===== config.mk =====
export PLATFORM = sky130hd
export DESIGN_NAME = mask_sched
export DESIGN_NICKNAME = d
export VERILOG_FILES = /design/src/rtl/mask_sched_pkg.sv /design/src/rtl/mask_desc_table.sv /design/src/rtl/mask_sched.sv
export SDC_FILE = /design/constraint.sdc
export NUM_CORES = 1
export LEC_CHECK = 0
export BUFFER_PORTS_ARGS = -buffer_cell sky130_fd_sc_hd__buf_2
export CAP_MARGIN = 15
export CELL_PAD_IN_SITES_DETAIL_PLACEMENT = 0
export CELL_PAD_IN_SITES_GLOBAL_PLACEMENT = 1
export CORE_MARGIN = 5
export CORE_UTILIZATION = 48
export CTS_CLUSTER_SIZE = 30
export DETAILED_ROUTE_END_ITERATION = 10
export PLACE_DENSITY = 0.95
export SLEW_MARGIN = 15
export SYNTH_ARGS = -nofsm -noshare
export SYNTH_HDL_FRONTEND = slang
export SYNTH_SLANG_ARGS = --single-unit

===== constraint.sdc =====
create_clock -name i_clk -period 12.3 [get_ports i_clk]
set_clock_uncertainty 0.1 [all_clocks]
set_input_delay 0 -clock i_clk [delete_from_list [all_inputs] [get_ports i_clk]]
set_output_delay 0 -clock i_clk [all_outputs]
set_load 0.02 [all_outputs]

===== src/rtl/mask_sched_pkg.sv =====
// Shared types and defaults for the mask-calculator column scheduler.
// Registered datapath, 1-cycle output latency; flow is paced by i_ready.
package mask_sched_pkg;

  localparam int NUM_COLS_DEF  = 4;
  localparam int BUS_WIDTH_DEF = 16;
  localparam int TMO_CYC_DEF   = 16;

  typedef enum logic [2:0] {
    ST_IDLE,
    ST_LOAD,
    ST_RUN,
    ST_GAP,
    ST_DONE
  } state_t;

  typedef struct packed {
    logic [BUS_WIDTH_DEF-1:0] offset;
    logic [4:0]               width;
  } desc_t;

endpackage


===== src/rtl/mask_desc_table.sv =====
// Column-descriptor register file: one synchronous write port, one combinational read port.
// Write lands on the next edge; read and nonzero-width flags are same-cycle, no backpressure.
module mask_desc_table
  import mask_sched_pkg::*;
#(
  parameter int NUM_COLS = NUM_COLS_DEF
) (
  input  logic                clk,
  input  logic                rst,
  input  logic                we,
  input  logic [1:0]          waddr,
  input  desc_t               wdata,
  input  logic [1:0]          raddr,
  output desc_t               rdata,
  output logic [NUM_COLS-1:0] width_nz
);

  desc_t slot [NUM_COLS];

  always_ff @(posedge clk or posedge rst) begin
    if (rst) begin
      for (int i = 0; i < NUM_COLS; i++) slot[i] <= '0;
    end else begin
      for (int i = 0; i < NUM_COLS; i++) begin
        if (we && (waddr == 2'(i))) slot[i] <= wdata;
      end
    end
  end

  always_comb begin
    rdata = '0;
    for (int i = 0; i < NUM_COLS; i++) begin
      if (raddr == 2'(i)) rdata = slot[i];
      width_nz[i] = |slot[i].width;
    end
  end

endmodule


===== src/rtl/mask_sched.sv =====
// Steps a mask calculator through up to NUM_COLS column descriptors per job.
// All outputs registered (1 cycle after the deciding edge); i_ready gates timeout and row counting.
module mask_sched
  import mask_sched_pkg::*;
#(
  parameter int NUM_COLS  = NUM_COLS_DEF,
  parameter int BUS_WIDTH = BUS_WIDTH_DEF,
  parameter int TMO_CYC   = TMO_CYC_DEF
) (
  input  logic                 i_clk,
  input  logic                 i_rst,
  input  logic                 i_cfg_we,
  input  logic [1:0]           i_cfg_idx,
  input  logic [BUS_WIDTH-1:0] i_cfg_offset,
  input  logic [4:0]           i_cfg_width,
  input  logic [2:0]           i_col_count,
  input  logic [BUS_WIDTH-1:0] i_row_size,
  input  logic [BUS_WIDTH-1:0] i_row_cnt,
  input  logic                 i_start,
  input  logic                 i_abort,
  input  logic                 i_ready,
  input  logic                 i_mc_active,
  output logic                 o_mc_en,
  output logic [BUS_WIDTH-1:0] o_mc_offset,
  output logic [4:0]           o_mc_col_width,
  output logic [BUS_WIDTH-1:0] o_mc_row_cnt,
  output logic [BUS_WIDTH-1:0] o_mc_row_size,
  output logic [1:0]           o_col_idx,
  output logic                 o_busy,
  output logic                 o_done,
  output logic                 o_err,
  output logic [BUS_WIDTH+2:0] o_rows_issued
);

  localparam int TMO_W = $clog2(TMO_CYC + 1);
  localparam int RI_W  = BUS_WIDTH + 3;

  state_t               state_q, state_d;
  logic [TMO_W-1:0]     tmo_q;
  logic [2:0]           col_count_q;
  desc_t                wr_desc, rd_desc;
  logic [NUM_COLS-1:0]  width_nz;
  logic [1:0]           rd_idx;
  logic                 busy, start_ok, tmo_hit, err_d;

  assign busy           = (state_q != ST_IDLE);
  assign wr_desc.offset = BUS_WIDTH_DEF'(i_cfg_offset);
  assign wr_desc.width  = i_cfg_width;
  // The only LOAD entries are from IDLE (slot 0) and from GAP (next slot).
  assign rd_idx         = (state_q == ST_GAP) ? (o_col_idx + 2'd1) : 2'd0;
  assign tmo_hit        = (state_q == ST_LOAD) && i_ready && !i_mc_active &&
                          (tmo_q == TMO_W'(TMO_CYC - 1));

  mask_desc_table #(.NUM_COLS(NUM_COLS)) u_desc (
    .clk      (i_clk),
    .rst      (i_rst),
    .we       (i_cfg_we && !busy),
    .waddr    (i_cfg_idx),
    .wdata    (wr_desc),
    .raddr    (rd_idx),
    .rdata    (rd_desc),
    .width_nz (width_nz)
  );

  always_comb begin
    start_ok = (i_col_count != 3'd0) && (int'(i_col_count) <= NUM_COLS) && (i_row_cnt != '0);
    for (int i = 0; i < NUM_COLS; i++) begin
      if ((i < int'(i_col_count)) && !width_nz[i]) start_ok = 1'b0;
    end
  end

  always_comb begin
    state_d = state_q;
    err_d   = 1'b0;
    unique case (state_q)
      ST_IDLE: begin
        if (i_start && !i_abort) begin
          if (start_ok) state_d = ST_LOAD;
          else          err_d   = 1'b1;
        end
      end
      ST_LOAD: begin
        if (i_mc_active) begin
          state_d = ST_RUN;
        end else if (tmo_hit) begin
          state_d = ST_IDLE;
          err_d   = 1'b1;
        end
      end
      ST_RUN:  if (!i_mc_active) state_d = ST_GAP;
      ST_GAP:  state_d = (({1'b0, o_col_idx} + 3'd1) < col_count_q) ? ST_LOAD : ST_DONE;
      ST_DONE: state_d = ST_IDLE;
      default: state_d = ST_IDLE;
    endcase
    if (busy && i_abort) begin
      state_d = ST_IDLE;
      err_d   = (state_q != ST_DONE);
    end
    if (busy && i_cfg_we) err_d = 1'b1;
  end

  always_ff @(posedge i_clk or posedge i_rst) begin
    if (i_rst) begin
      state_q        <= ST_IDLE;
      tmo_q          <= '0;
      col_count_q    <= '0;
      o_mc_en        <= 1'b0;
      o_mc_offset    <= '0;
      o_mc_col_width <= '0;
      o_mc_row_cnt   <= '0;
      o_mc_row_size  <= '0;
      o_col_idx      <= '0;
      o_busy         <= 1'b0;
      o_done         <= 1'b0;
      o_err          <= 1'b0;
      o_rows_issued  <= '0;
    end else begin
      state_q <= state_d;
      o_err   <= err_d;
      o_busy  <= (state_d != ST_IDLE);
      o_done  <= (state_d == ST_DONE);
      o_mc_en <= (state_d == ST_LOAD) || (state_d == ST_RUN);

      if ((state_d == ST_LOAD) && (state_q != ST_LOAD)) begin
        tmo_q          <= '0;
        o_col_idx      <= rd_idx;
        o_mc_offset    <= BUS_WIDTH'(rd_desc.offset);
        o_mc_col_width <= rd_desc.width;
      end else if ((state_q == ST_LOAD) && i_ready && !i_mc_active) begin
        tmo_q <= tmo_q + TMO_W'(1);
      end

      if ((state_q == ST_IDLE) && (state_d == ST_LOAD)) begin
        col_count_q   <= i_col_count;
        o_mc_row_cnt  <= i_row_cnt;
        o_mc_row_size <= i_row_size;
        o_rows_issued <= '0;
      end else if (busy && i_ready && i_mc_active && (o_rows_issued != {RI_W{1'b1}})) begin
        o_rows_issued <= o_rows_issued + RI_W'(1);
      end

      if (state_d == ST_IDLE) begin
        o_col_idx      <= '0;
        o_mc_offset    <= '0;
        o_mc_col_width <= '0;
        o_mc_row_cnt   <= '0;
        o_mc_row_size  <= '0;
      end
    end
  end

endmodule


==> impl_results.md <==
* Status: finished clean
* #FFs+latches synth at 173
* Setup violations, final at 0
* Power per cell area at 178 nW/um^2
* WP data required at 12,560 ps
* Count leader, synth: dfrtp_1
* Iteration count of the initial detailed-routing pass at 5
* Maxcap violations at 0
* Layout Cells excl Fill at 1,056
* # port buffers at 142
* Hold Fails Final Rpt at 0
* Dpl cells at 963
* DRC viols at 0
* Tcrit/Tclk final at 30.1%
* Die area at 18,600 um^2
* Most common cell on crit path: ha_1
* Clk buf depth at 2
* R2R Path End: o_mc_offset[10]
* Final Critical Period at 3700 ps
* Vias in the first global route at 6,033
* Syn nets at 709
* Critical path class: reg -> reg
* Syn Inst Count at 638
* Setup repair after global routing missed its margin: false
* Seq/Total Area, Yosys at 56.5%
* Peak VDD IR at 0.126 mV
* Worst EP arrival at 3960 ps
* # diodes at 0
* Starting density of the core at 48.6%
* Post-CTS setup buffers at 0
* TritonCTS clock tree: yes
* FILL cells at 1,248
* Total core area at 15,800 um^2
* Fin Hold WS at 206 ps
* I/O Pins at 143
* Buf/Inv on CP at 0
* Critical path's largest stage delay at 930 ps
* Final layout net count at 899
* GPL Wtd Cong at 0.820
* Share of layout cells above drive strength 1 at 32.9%
* Reg2Reg Setup Slack at 8600 ps
* Total GRT Usage at 21.6%
* Area growth syn-to-layout at 26.9%
* Detailed Route WL at 19,300 um
* Final Slew Violations at 0
* Count of cell types in the netlist at 46
* Synthesized cell area at 7670 um^2
* Min-Delay Endpoint: u_desc.slot[70]
* Yosys top cell area share at 56.5%
* Initial antenna violation count at 0
* Cell family with most CP delay: compound AO/OA/AOI/OAI gates
* Leakage at 4.59 nW
* EDFF count, synth at 0
* Synth Flop Type: dfrtp_1
* Worst flop-to-flop path startpoint: tmo_q[0]
* Clock-pin slew on the worst setup and hold paths at 70 ps
* Avg Inst Size Synth at 12.0 um^2
* Warnings from Yosys at 0
* Row cnt at 46
* Worst path slowest cell: a211o_1
* Later-pin clock latency in the skew report at 420 ps
* Area of the multi-input gates at 3130 um^2
* Initial DRC count at 459
* Final TNS setup at 0 ps
* First-pass GRT wire length at 31,500 um
* Gr ovfl total at 0
* Hold-critical path depth at 4
* Fmax at 270 MHz
* Synth cell count leaders: dfrtp_1 (173), mux2_2 (90), nand2_1 (57)
* Setup crit start kind: flop
* Die H at 136 um
* Worst slew margin at 25.0%
* Post-route antenna net violation count at 0
* # H-tree levels at 4
* Area leader, netlist: dfrtp_1
* Register area at 4330 um^2
* Routed len/inst at 18.3 um
* Hold Path Class: in -> reg
* Asr flop ratio synth at 100%
* Die Wd at 136 um
* Vias at 5,808
* Reg2reg path depth at 9
* Cell Chain, Critical Path: ha_1 -> and3_1 -> ha_1 -> nand2_1 -> nand3b_1 -> a211oi_1 -> a211o_1 -> o21a_1 -> a22o_1
* Largest net degree at the start of global routing at 109
* Leading post-synthesis cells by cell area: dfrtp_1 (56%), mux2_2 (13%), a22o_1 (4.5%), nand2_1 (2.8%), mux2i_1 (2.2%)
* Largest fanout on the critical path at 34
* CP Capture Type: flop
* Vias per std cell at 5.50
* Final core occ at 61.7%
* DP HPWL at 12,400 um
* Worst hold start: i_cfg_idx[1]
* Measured slew at the worst slew-check pin at 1130 ps
* CTS Buf Count at 17
* Clock Root Buffer: clkbuf_16
* Clock Sinks at 173
-- placed cells by master, fill, tap and decap left out, types with 8 or more instances in the layout --
master / count
dfrtp_1: 173
buf_2: 142
mux2_2: 90
dlygate4sd3_1: 62
nand2_1: 57
nor2_1: 45
a22o_1: 39
nand3_1: 33
mux2i_1: 17
clkbuf_16: 17
a32o_1: 15
a21oi_1: 12
xor2_1: 11
nor3_1: 9
inv_1: 8
-- tightest hold or removal path: stages --
cell	delay, ps
buf_2	150
nor3_2	60
buf_4	230
mux2_2	260
-- report_power, final --
part	leakage [nW]	internal, mW	switching (mW)	total, mW
clock	0.288	0.311	0.224	0.535
combinational	2.10	0.197	0.195	0.391
sequential	2.21	0.716	0.0904	0.807
-- logic make-up (layout without fill, tap and decap cells) --
family | count (synthesis) | in the layout | synth area share [%]
flip-flops | 173 | 173 | 56.5
AND/OR/NAND/NOR | 185 | 185 | 11.6
XOR/XNOR | 18 | 18 | 2.06
AO/OA/AOI/OAI | 101 | 101 | 10.7
buffers and inverters | 48 | 250 | 2.82
adder cells (fa/ha/maj) | 6 | 6 | 0.979
multiplexers | 107 | 107 | 15.4
-- through the flow --
stage	instance area (um^2)	setup slack, ps	power [mW]
after floorplan	7670	7510	1.08
after global placement	8520	8760	1.17
after detailed placement	8520	8670	1.19
after CTS	9730	8640	1.74
after global routing	9730	8380	1.83
final	9730	8600	1.73
-- per-layer routing --
layer / global-route usage [%] / vias up / wire, um
li1: - / 2703 / -
met1: 28.6 / 2885 / 8460
met2: 35.6 / 197 / 9240
met3: 5.33 / 23 / 1370
met4: 5.88 / 0 / 276
met5: 0 / - / 0
-- area by class of cell --
cell class / count / area share (%)
sequential: 173 / 44.5
multi-input combinational: 417 / 32.1
timing repair buffer: 210 / 14.1
clock buffer: 19 / 4.65
tap: 216 / 2.78
clock inverter: 12 / 1.40
inverter: 9 / 0.399
-- flip-flops by register name, summed over array words and instances (netlist names) --
name,cells
col_count_q,3
o_err,1
o_mc_col_width,5
o_rows_issued,19
u_desc.slot,84
o_busy,1
state_q,3
o_done,1
o_col_idx,2
tmo_q,5
o_mc_row_size,16
o_mc_offset,16
o_mc_row_cnt,16
o_mc_en,1
-- repair_timing --
action / in CTS / in global routing
resized for setup: 0 / 0
hold buffers: 62 / 0
endpoints found under the hold margin: 235 / 0
setup endpoints to repair: 0 / 0
-- worst max path at each step --
| stage | from | endpoint | slack (ps) | depth (start not counted) |
|---|---|---|---|---|
| after floorplan | i_rst | col_count_q[0] | 7510 | 1 |
| after global placement | tmo_q[0] | o_mc_offset[3] | 8760 | 9 |
| after detailed placement | tmo_q[0] | o_mc_offset[3] | 8670 | 9 |
| after CTS | tmo_q[0] | o_mc_offset[10] | 8640 | 9 |
| after global routing | tmo_q[0] | o_mc_offset[3] | 8380 | 9 |
| final | tmo_q[0] | o_mc_offset[10] | 8600 | 9 |
No activity file was read; power rests on OpenSTA's default activity.
